[src/rtl/mem_port_arbiter_pkg.sv]
// -----------------------------------------------------------------------------
// mem_port_arbiter_pkg
// Shared definitions for the two-master memory port arbiter: FSM state
// encodings, requester ids and the default memory geometry (32 x 9).
// -----------------------------------------------------------------------------
package mem_port_arbiter_pkg;

  localparam int DEF_AW = 5;
  localparam int DEF_DW = 9;

  // Requester ids; id 0 is the processor path, id 1 the switch/IO loader.
  localparam logic REQ_PROC = 1'b0;
  localparam logic REQ_IO   = 1'b1;

  typedef enum logic [1:0] {
    ST_IDLE  = 2'd0,
    ST_ISSUE = 2'd1,
    ST_WAIT  = 2'd2,
    ST_RESP  = 2'd3
  } state_e;

endpackage

[src/rtl/mem_port_arbiter_rr_arb2.sv]
// -----------------------------------------------------------------------------
// rr_arb2
// Combinational two-way round-robin picker.
//   req0, req1   : pending requests
//   last_grant   : id of the requester served most recently
//   grant_valid  : at least one request is pending
//   grant_id     : winning requester; on a tie the one not served last wins
// -----------------------------------------------------------------------------
module rr_arb2
  import mem_port_arbiter_pkg::*;
(
  input  logic req0,
  input  logic req1,
  input  logic last_grant,
  output logic grant_valid,
  output logic grant_id
);

  always_comb begin
    grant_valid = req0 | req1;
    grant_id    = REQ_PROC;
    if (req0 && req1) begin
      grant_id = ~last_grant;
    end else if (req1) begin
      grant_id = REQ_IO;
    end
  end

endmodule

[src/rtl/mem_port_arbiter.sv]
// -----------------------------------------------------------------------------
// mem_port_arbiter
// Shares one single-port synchronous memory between the processor (requester
// 0) and the switch/IO program loader (requester 1). One access is in flight
// at a time: IDLE -> ISSUE -> (WAIT x RD_LAT for reads) -> RESP -> IDLE.
// All outputs are registered.
//
// Ports
//   Clock, Resetn            : clock, asynchronous active-low reset
//   reqN/weN/addrN/wdataN    : requester N level request and its fields
//   ackN                     : one-cycle completion pulse for requester N
//   rdata                    : read data, valid with ack of a read; holds
//   mem_addr/mem_wdata/mem_wren/mem_q : memory side
//   busy                     : FSM not in IDLE
//
// RD_LAT must be in 1..3 (wait counter is two bits wide).
// -----------------------------------------------------------------------------
module mem_port_arbiter
  import mem_port_arbiter_pkg::*;
#(
  parameter int AW     = DEF_AW,
  parameter int DW     = DEF_DW,
  parameter int RD_LAT = 1
) (
  input  logic          Clock,
  input  logic          Resetn,
  input  logic          req0,
  input  logic          we0,
  input  logic [AW-1:0] addr0,
  input  logic [DW-1:0] wdata0,
  output logic          ack0,
  input  logic          req1,
  input  logic          we1,
  input  logic [AW-1:0] addr1,
  input  logic [DW-1:0] wdata1,
  output logic          ack1,
  output logic [DW-1:0] rdata,
  output logic [AW-1:0] mem_addr,
  output logic [DW-1:0] mem_wdata,
  output logic          mem_wren,
  input  logic [DW-1:0] mem_q,
  output logic          busy
);

  localparam logic [1:0] CNT_LOAD = 2'(RD_LAT - 1);

  state_e        state_q, state_d;
  logic          id_q, id_d;
  logic          we_q, we_d;
  logic [1:0]    cnt_q, cnt_d;
  logic          last_q, last_d;
  logic          ack0_q, ack0_d;
  logic          ack1_q, ack1_d;
  logic [DW-1:0] rdata_q, rdata_d;
  logic [AW-1:0] maddr_q, maddr_d;
  logic [DW-1:0] mwdata_q, mwdata_d;
  logic          mwren_q, mwren_d;
  logic          busy_q, busy_d;

  logic          grant_valid;
  logic          grant_id;

  rr_arb2 u_rr_arb2 (
    .req0        (req0),
    .req1        (req1),
    .last_grant  (last_q),
    .grant_valid (grant_valid),
    .grant_id    (grant_id)
  );

  always_comb begin
    state_d  = state_q;
    id_d     = id_q;
    we_d     = we_q;
    cnt_d    = cnt_q;
    last_d   = last_q;
    ack0_d   = 1'b0;
    ack1_d   = 1'b0;
    rdata_d  = rdata_q;
    maddr_d  = maddr_q;
    mwdata_d = mwdata_q;
    mwren_d  = 1'b0;

    case (state_q)
      ST_IDLE: begin
        if (grant_valid) begin
          // The memory address/data registers double as the latched request
          // fields: they are loaded at grant and held until the next grant.
          id_d     = grant_id;
          we_d     = grant_id ? we1    : we0;
          maddr_d  = grant_id ? addr1  : addr0;
          mwdata_d = grant_id ? wdata1 : wdata0;
          mwren_d  = grant_id ? we1    : we0;
          state_d  = ST_ISSUE;
        end
      end
      ST_ISSUE: begin
        if (we_q) begin
          ack0_d  = (id_q == REQ_PROC);
          ack1_d  = (id_q == REQ_IO);
          state_d = ST_RESP;
        end else begin
          cnt_d   = CNT_LOAD;
          state_d = ST_WAIT;
        end
      end
      ST_WAIT: begin
        if (cnt_q == 2'd0) begin
          rdata_d = mem_q;
          ack0_d  = (id_q == REQ_PROC);
          ack1_d  = (id_q == REQ_IO);
          state_d = ST_RESP;
        end else begin
          cnt_d = cnt_q - 2'd1;
        end
      end
      ST_RESP: begin
        last_d  = id_q;
        state_d = ST_IDLE;
      end
      default: begin
        state_d = ST_IDLE;
      end
    endcase

    busy_d = (state_d != ST_IDLE);
  end

  always_ff @(posedge Clock or negedge Resetn) begin
    if (!Resetn) begin
      state_q  <= ST_IDLE;
      id_q     <= REQ_PROC;
      we_q     <= 1'b0;
      cnt_q    <= 2'd0;
      last_q   <= REQ_IO;  // requester 0 wins the first tie
      ack0_q   <= 1'b0;
      ack1_q   <= 1'b0;
      rdata_q  <= '0;
      maddr_q  <= '0;
      mwdata_q <= '0;
      mwren_q  <= 1'b0;
      busy_q   <= 1'b0;
    end else begin
      state_q  <= state_d;
      id_q     <= id_d;
      we_q     <= we_d;
      cnt_q    <= cnt_d;
      last_q   <= last_d;
      ack0_q   <= ack0_d;
      ack1_q   <= ack1_d;
      rdata_q  <= rdata_d;
      maddr_q  <= maddr_d;
      mwdata_q <= mwdata_d;
      mwren_q  <= mwren_d;
      busy_q   <= busy_d;
    end
  end

  assign ack0      = ack0_q;
  assign ack1      = ack1_q;
  assign rdata     = rdata_q;
  assign mem_addr  = maddr_q;
  assign mem_wdata = mwdata_q;
  assign mem_wren  = mwren_q;
  assign busy      = busy_q;

endmodule

[config.mk]
export PLATFORM = sky130hd
export DESIGN_NAME = mem_port_arbiter
export DESIGN_NICKNAME = d
export VERILOG_FILES = /design/src/rtl/mem_port_arbiter_pkg.sv /design/src/rtl/mem_port_arbiter_rr_arb2.sv /design/src/rtl/mem_port_arbiter.sv
export SDC_FILE = /design/constraint.sdc
export NUM_CORES = 1
export LEC_CHECK = 0
export CAP_MARGIN = 10
export CORE_MARGIN = 5
export CORE_UTILIZATION = 44
export DETAILED_ROUTE_END_ITERATION = 10
export PLACE_DENSITY = 0.92
export SYNTH_ARGS = -nofsm -noshare
export SYNTH_HDL_FRONTEND = slang
export SYNTH_HIERARCHICAL = 1
export SYNTH_SLANG_ARGS = --single-unit
[constraint.sdc]
create_clock -name Clock -period 2.8 [get_ports Clock]
set_clock_uncertainty 0.1 [all_clocks]
set_input_delay 0.56 -clock Clock [delete_from_list [all_inputs] [get_ports Clock]]
set_output_delay 0.56 -clock Clock [all_outputs]
set_load 0.01 [all_outputs]
## Word-level counts from Yosys, hierarchy flattened

Index checks and enable logic that the tools add are counted.

| word-level totals | value |
|---|---|
| flip-flop bits (word level) | 34 |
| RAM bits | 0 |
| memory bits (read-only) | 0 |
| latch bits | 0 |
| output and inout port bits | 27 |
| memories kept | 0 |
| bits of input ports | 43 |
| word-level logic and storage cells | 49 |

| operators by class | value |
|---|---|
| bitwise gates (word level) | 3 |
| reductions and logical operators | 8 |
| $lt $le $gt $ge | 0 |
| equal/unequal tests | 5 |
| shift operators | 0 |
| $mul | 0 |
| divide/modulo/power cells | 0 |
| mux-type cells | 20 |
| add/sub/neg operators | 1 |

Operator list:

| operator | number |
|---|---|
| 2-to-1 mux 1 bit | 10 |
| 2-to-1 mux 9 bit | 1 |
| 2-to-1 mux 2 bit | 4 |
| case mux 2 bit (4 select lines) | 1 |
| 2-to-1 mux 5 bit | 1 |
| equality test 2 bit, second input constant | 2 |
| zero test 2 bit | 2 |
| != test 2 bit, second input constant | 2 |
| case mux 1 bit (2 select lines) | 2 |
| case mux 2 bit (2 select lines) | 1 |
| AND reduction 2 bit | 2 |
| nonzero test 2 bit | 2 |
| AND reduction 3 bit | 1 |
| equality test 2 x 1 -> 1 bit, second input constant | 1 |
| NOT 1 bit | 2 |
| subtractor 2 x 1 -> 2 bit, second input constant | 1 |
| logical AND 1 bit | 1 |
| OR 1 bit | 1 |

## Depth between registers and ports, before layout

| depth | value |
|---|---|
| word-level depth | 5 |
| mapped depth | 6 |
| mapped depth without buffers | 5 |

## Modules after synthesis

The synthesis kept the hierarchy.

By module, submodules not included:

| module | cells each | area an instance (sq um) | seq. area each (sq um) | instances |
|---|---|---|---|---|
| mem_port_arbiter | 123 | 1498.9 | 852.1 | 1 |
| rr_arb2 | 2 | 13.8 | 0.0 | 1 |

## Least setup slack after synthesis

OpenSTA, ideal clock, no wires.

| timing path | value |
|---|---|
| path type | input port to flip-flop |
| start point | in req1 |
| end point | reg maddr_q[0], in the netlist mem_addr[0] |
| path slack | 1.319 ns |
| library setup time | 0.123 ns |
| data required time | 2.577 ns |
| arrival time | 1.257 ns |
| stages on the path | 5 |
| path buffers | 2 |
| cells stage by stage | a21boi_1 > buf_6 > buf_8 > mux2i_1 > o21ai_1 |

| between the ends | value |
|---|---|
| cells in the longest elaborated chain, start to end | 3 |
| elaborated cells between the ends (all ways) | 6 |
| classes of those cells | mux: 3; bitwise: 1; reduce/logical: 2 |

Ends and longest elaborated chain:

| item | RTL line | text |
|---|---|---|
| start: declaration | mem_port_arbiter.sv:32 | `input logic req1,` |
| 2-to-1 mux 1 bit / logical AND 1 bit (equally long branches) | mem_port_arbiter_rr_arb2.sv:24, mem_port_arbiter_rr_arb2.sv:22 |  |
| 2-to-1 mux 1 bit | mem_port_arbiter_rr_arb2.sv:22 | `if (req0 && req1) begin` |
| 2-to-1 mux 5 bit | mem_port_arbiter.sv:91 | `maddr_d = grant_id ? addr1 : addr0;` |
| end signal: assignment | mem_port_arbiter.sv:152 | `maddr_q <= maddr_d;` |
| end: declaration | mem_port_arbiter.sv:55 | `logic [AW-1:0] maddr_q, maddr_d;` |

Several ways; a longest one is shown, not always the timed one.
A chain may end at the register's enable or synchronous reset.

## Worst setup path after layout

| timing path | value |
|---|---|
| start point | in req1 |
| end point | reg mwdata_q[7], in the netlist mem_wdata[7] |

| between the ends | value |
|---|---|
| cells in the longest elaborated chain, start to end | 3 |
| elaborated cells between the ends (all ways) | 6 |
| classes of those cells | mux: 3; bitwise: 1; reduce/logical: 2 |

Ends and longest elaborated chain:

| item | RTL line | text |
|---|---|---|
| 2-to-1 mux 1 bit / logical AND 1 bit (equally long branches) | mem_port_arbiter_rr_arb2.sv:24, mem_port_arbiter_rr_arb2.sv:22 |  |
| 2-to-1 mux 1 bit (*) | mem_port_arbiter_rr_arb2.sv:22 |  |
| named net grant_id | mem_port_arbiter.sv:61 | `logic grant_id;` |
| 2-to-1 mux 9 bit (*) | mem_port_arbiter.sv:92 | `mwdata_d = grant_id ? wdata1 : wdata0;` |
| end signal: assignment | mem_port_arbiter.sv:153 | `mwdata_q <= mwdata_d;` |
| end: declaration | mem_port_arbiter.sv:56 | `logic [DW-1:0] mwdata_q, mwdata_d;` |

The timed path passes the listed nets; every way through them passes the cells marked *.

==> metrics.md <==
| Metric | Value |
|---|---|
| Status | `finished, final reports clean` |
| Fin. Hold Viols | `0` |
| Maxcap violations | `0` |
| EDFF count, synth | `0` |
| Metal-1 WL | `roughly 1.3 mm` |
| Ys flop type | `dfrtp_1` |
| Setup WS pre-CTS | `~0.46 ns` |
| Kind of critical path | `input port to register` |
| Die Area | `between 4000 and 5000 µm²` |
| DRT antenna net count | `0` |
| Tightest Hold Check Type | `register to register` |
| Setup violators final | `0` |
| Worst-margin pin slew | `about 0.53 ns` |
| Number of diodes | `0` |
| Wire per inst | `14.2 µm` |
| Cell Rows | `21` |
| Die height | `between 60 and 70 µm` |
| Fraction of layout cells with a size suffix above 1 | `0.139` |
| I/O pins | `70` |
| Placeable Area | `between 3000 and 4000 µm²` |
| Worst min-delay path startpoint | `id_q$_DFFE_PN0P_` |
| Reg2reg end | `mem_addr[2]$_DFFE_PN0P_` |
| Crit path time final | `about 2.0 ns` |
| Worst setup margin | `between 0.8 and 0.9 ns` |
| Leak | `between 1 and 1.5 nW` |
| Syn nets | `between 150 and 200` |
| Power per cell area | `between 900 and 1000 nW/µm²` |
| Worst skew pair latency | `~0.33 ns` |
| Post-route DRC | `0` |
| Syn-to-layout area delta | `52.9%` |
| Pin count of the biggest net entering global routing | `20` |
| CTS tree | `built` |
| DR pass1 iterations | `4` |
| Rel. slew slack | `0.645` |
| Met2 WL | `roughly 2 mm` |
| Placer Congestion | `~0.73` |
| Worst Hold Path Cells | `1` |
| GRT overflow | `0` |
| GRT Total Usage | `0.158` |
| Async SR Flop Fraction | `1.00` |
| Global-route wire length before repair | `roughly 5.5 mm` |
| Max Slew Vio Count | `0` |
| Worst hold path endpoint | `ack0$_DFF_PN0_` |
| Syn avg cell area | `12.1 µm²` |
| Power, Total | `between 2 and 2.5 mW` |
| Vias/cell | `4.69` |
| Leading cell types in the layout, fill and taps excluded | `clkdlybuf4s50_1 (69), dfrtp_1 (33), nand2_1 (18)` |
| IO buf count | `69` |
| CTS Root Cell | `clkbuf_4` |
| CTS Hold Bufs | `0` |
| Initial Util | `0.453` |
| Nets | `~250` |
| Sequential fraction of the synthesis area | `0.563` |
| Setup bufs post-CTS | `0` |
| Total CTS buffers | `5` |
| Worst-path clk slew | `between 0.1 and 0.15 ns` |
| Antenna violations before repair | `0` |
| Register bit total from synthesis | `34` |
| Number of cells produced by synthesis | `roughly 130` |
| Setup_tns | `0 ns` |
| DRT Wirelength | `3.51 mm` |
| Worst VDD drop | `around 0.52 mV` |
| Clock tree sinks | `34` |
| Worst EP arrival | `roughly 2.1 ns` |
| Worst r2r path cells | `6` |
| HPWL after DPL | `2.95 mm` |
| Fmax | `approximately 500 MHz` |
| Worst endpoint required time | `about 2.9 ns` |
| Period utilisation layout | `0.711` |
| CTS H-Tree Depth | `2` |
| Vias in the first global route | `about 1,300` |
| CTS max path bufs | `2` |
| FF-to-FF Start | `state_q[0]$_DFF_PN0_` |
| Met3 wire length | `~150 µm` |
| Vias post-DR | `about 1,200` |
| RSZ-0062 raised after global routing | `false` |
| Top sig layer | `met4` |
| Most common cell after layout, fill and taps aside | `clkdlybuf4s50_1` |
| Critical Path Start Type | `input port` |
| Synth cell types | `23` |
| Max FO, Critical Path | `10` |
| Synthesized cell area | `between 1500 and 2000 µm²` |
| Drt initial violations | `32` |
| Yosys warnings | `6` |
| CTS resizes | `0` |
| Worst setup EP type | `register` |
| Die width | `between 60 and 70 µm` |
| Reg2reg setup slack | `1.03 ns` |
-- flip-flops by register name (all words and copies together), names as in the netlist, 2 cells and up --
signal     cells
mem_addr       5
mem_wdata      9
rdata          9
cnt_q          2
state_q        2
-- cells by family (layout without fill, tap and decap cells) --
kind of cell             count (synthesis)  in the layout  synth area share
AO/OA/AOI/OAI                           21             21            0.0777
adder cells (fa/ha/maj)                  5              5            0.0414
buffers and inverters                   10             86            0.0397
flip-flops                              34             34             0.563
multiplexers                            27             27             0.188
AND/OR/NAND/NOR                         28             28            0.0902
-- where the power goes --
| group | switching (mW) | internal [mW] |
|---|---|---|
| Clock | 0.165 | 0.0975 |
| Sequential | 0.122 | 0.718 |
| Combinational | 0.474 | 0.622 |
| Total | 0.760 | 1.44 |
-- stage by stage --
stage | cells | util | instance area, µm² | hold WS [ns]
2_1_floorplan | 125 | - | 1510 | 0.164
3_3_place_gp | 239 | 0.675 | 2250 | 0.332
3_5_place_dp | 239 | 0.675 | 2250 | 0.340
4_1_cts | 247 | 0.693 | 2310 | 0.356
5_1_grt | 247 | 0.693 | 2310 | 0.383
6_report | 247 | 0.693 | 2310 | 0.357
-- routing by layer --
metal / vias to the layer above / global-route usage
li1: 575 / -
met3: 5 / 0.0389
met1: 552 / 0.169
met2: 26 / 0.300
met4: 0 / 0.0496
met5: - / 0
-- area by class of cell --
class	count	area, µm²
Sequential cell	34	852
Timing Repair Buffer	73	721
Clock buffer	5	37.5
Multi-Input combinational cell	81	604
Fill cell	263	1020
Clock inverter	3	21.3
Tap cell	46	57.6
Inverter	5	18.8
-- how the worst max path moves through the flow --
stage | from | depth (start not counted) | to
floorplan | req1 | 5 | mem_addr[0]$_DFFE_PN0P_
global placement | req1 | 5 | mem_wdata[5]$_DFFE_PN0P_
detailed placement | req1 | 5 | mem_wdata[7]$_DFFE_PN0P_
CTS | req1 | 5 | mem_wdata[7]$_DFFE_PN0P_
global route | req1 | 5 | mem_wdata[7]$_DFFE_PN0P_
finish | req1 | 5 | mem_wdata[7]$_DFFE_PN0P_
-- synthesized netlist by cell type, types with 2 or more instances --
| cell | count | area share |
|---|---|---|
| or2_1 | 2 | 0.0083 |
| a21oi_1 | 2 | 0.0066 |
| mux2i_1 | 16 | 0.11 |
| nor2_1 | 3 | 0.0074 |
| ha_1 | 5 | 0.041 |
| o21ai_0 | 7 | 0.023 |
| inv_1 | 5 | 0.012 |
| mux2_2 | 11 | 0.082 |
| nand2_1 | 18 | 0.045 |
| o21ai_1 | 9 | 0.030 |
| buf_2 | 3 | 0.0099 |
| dfrtp_1 | 33 | 0.55 |
-- critical path, stage by stage --
cell	delay, ns
clkdlybuf4s50_1	0.46
a21boi_2	0.42
buf_4	0.31
mux2i_1	0.24
o21ai_1	0.09
(Power assumes the default switching activity.)
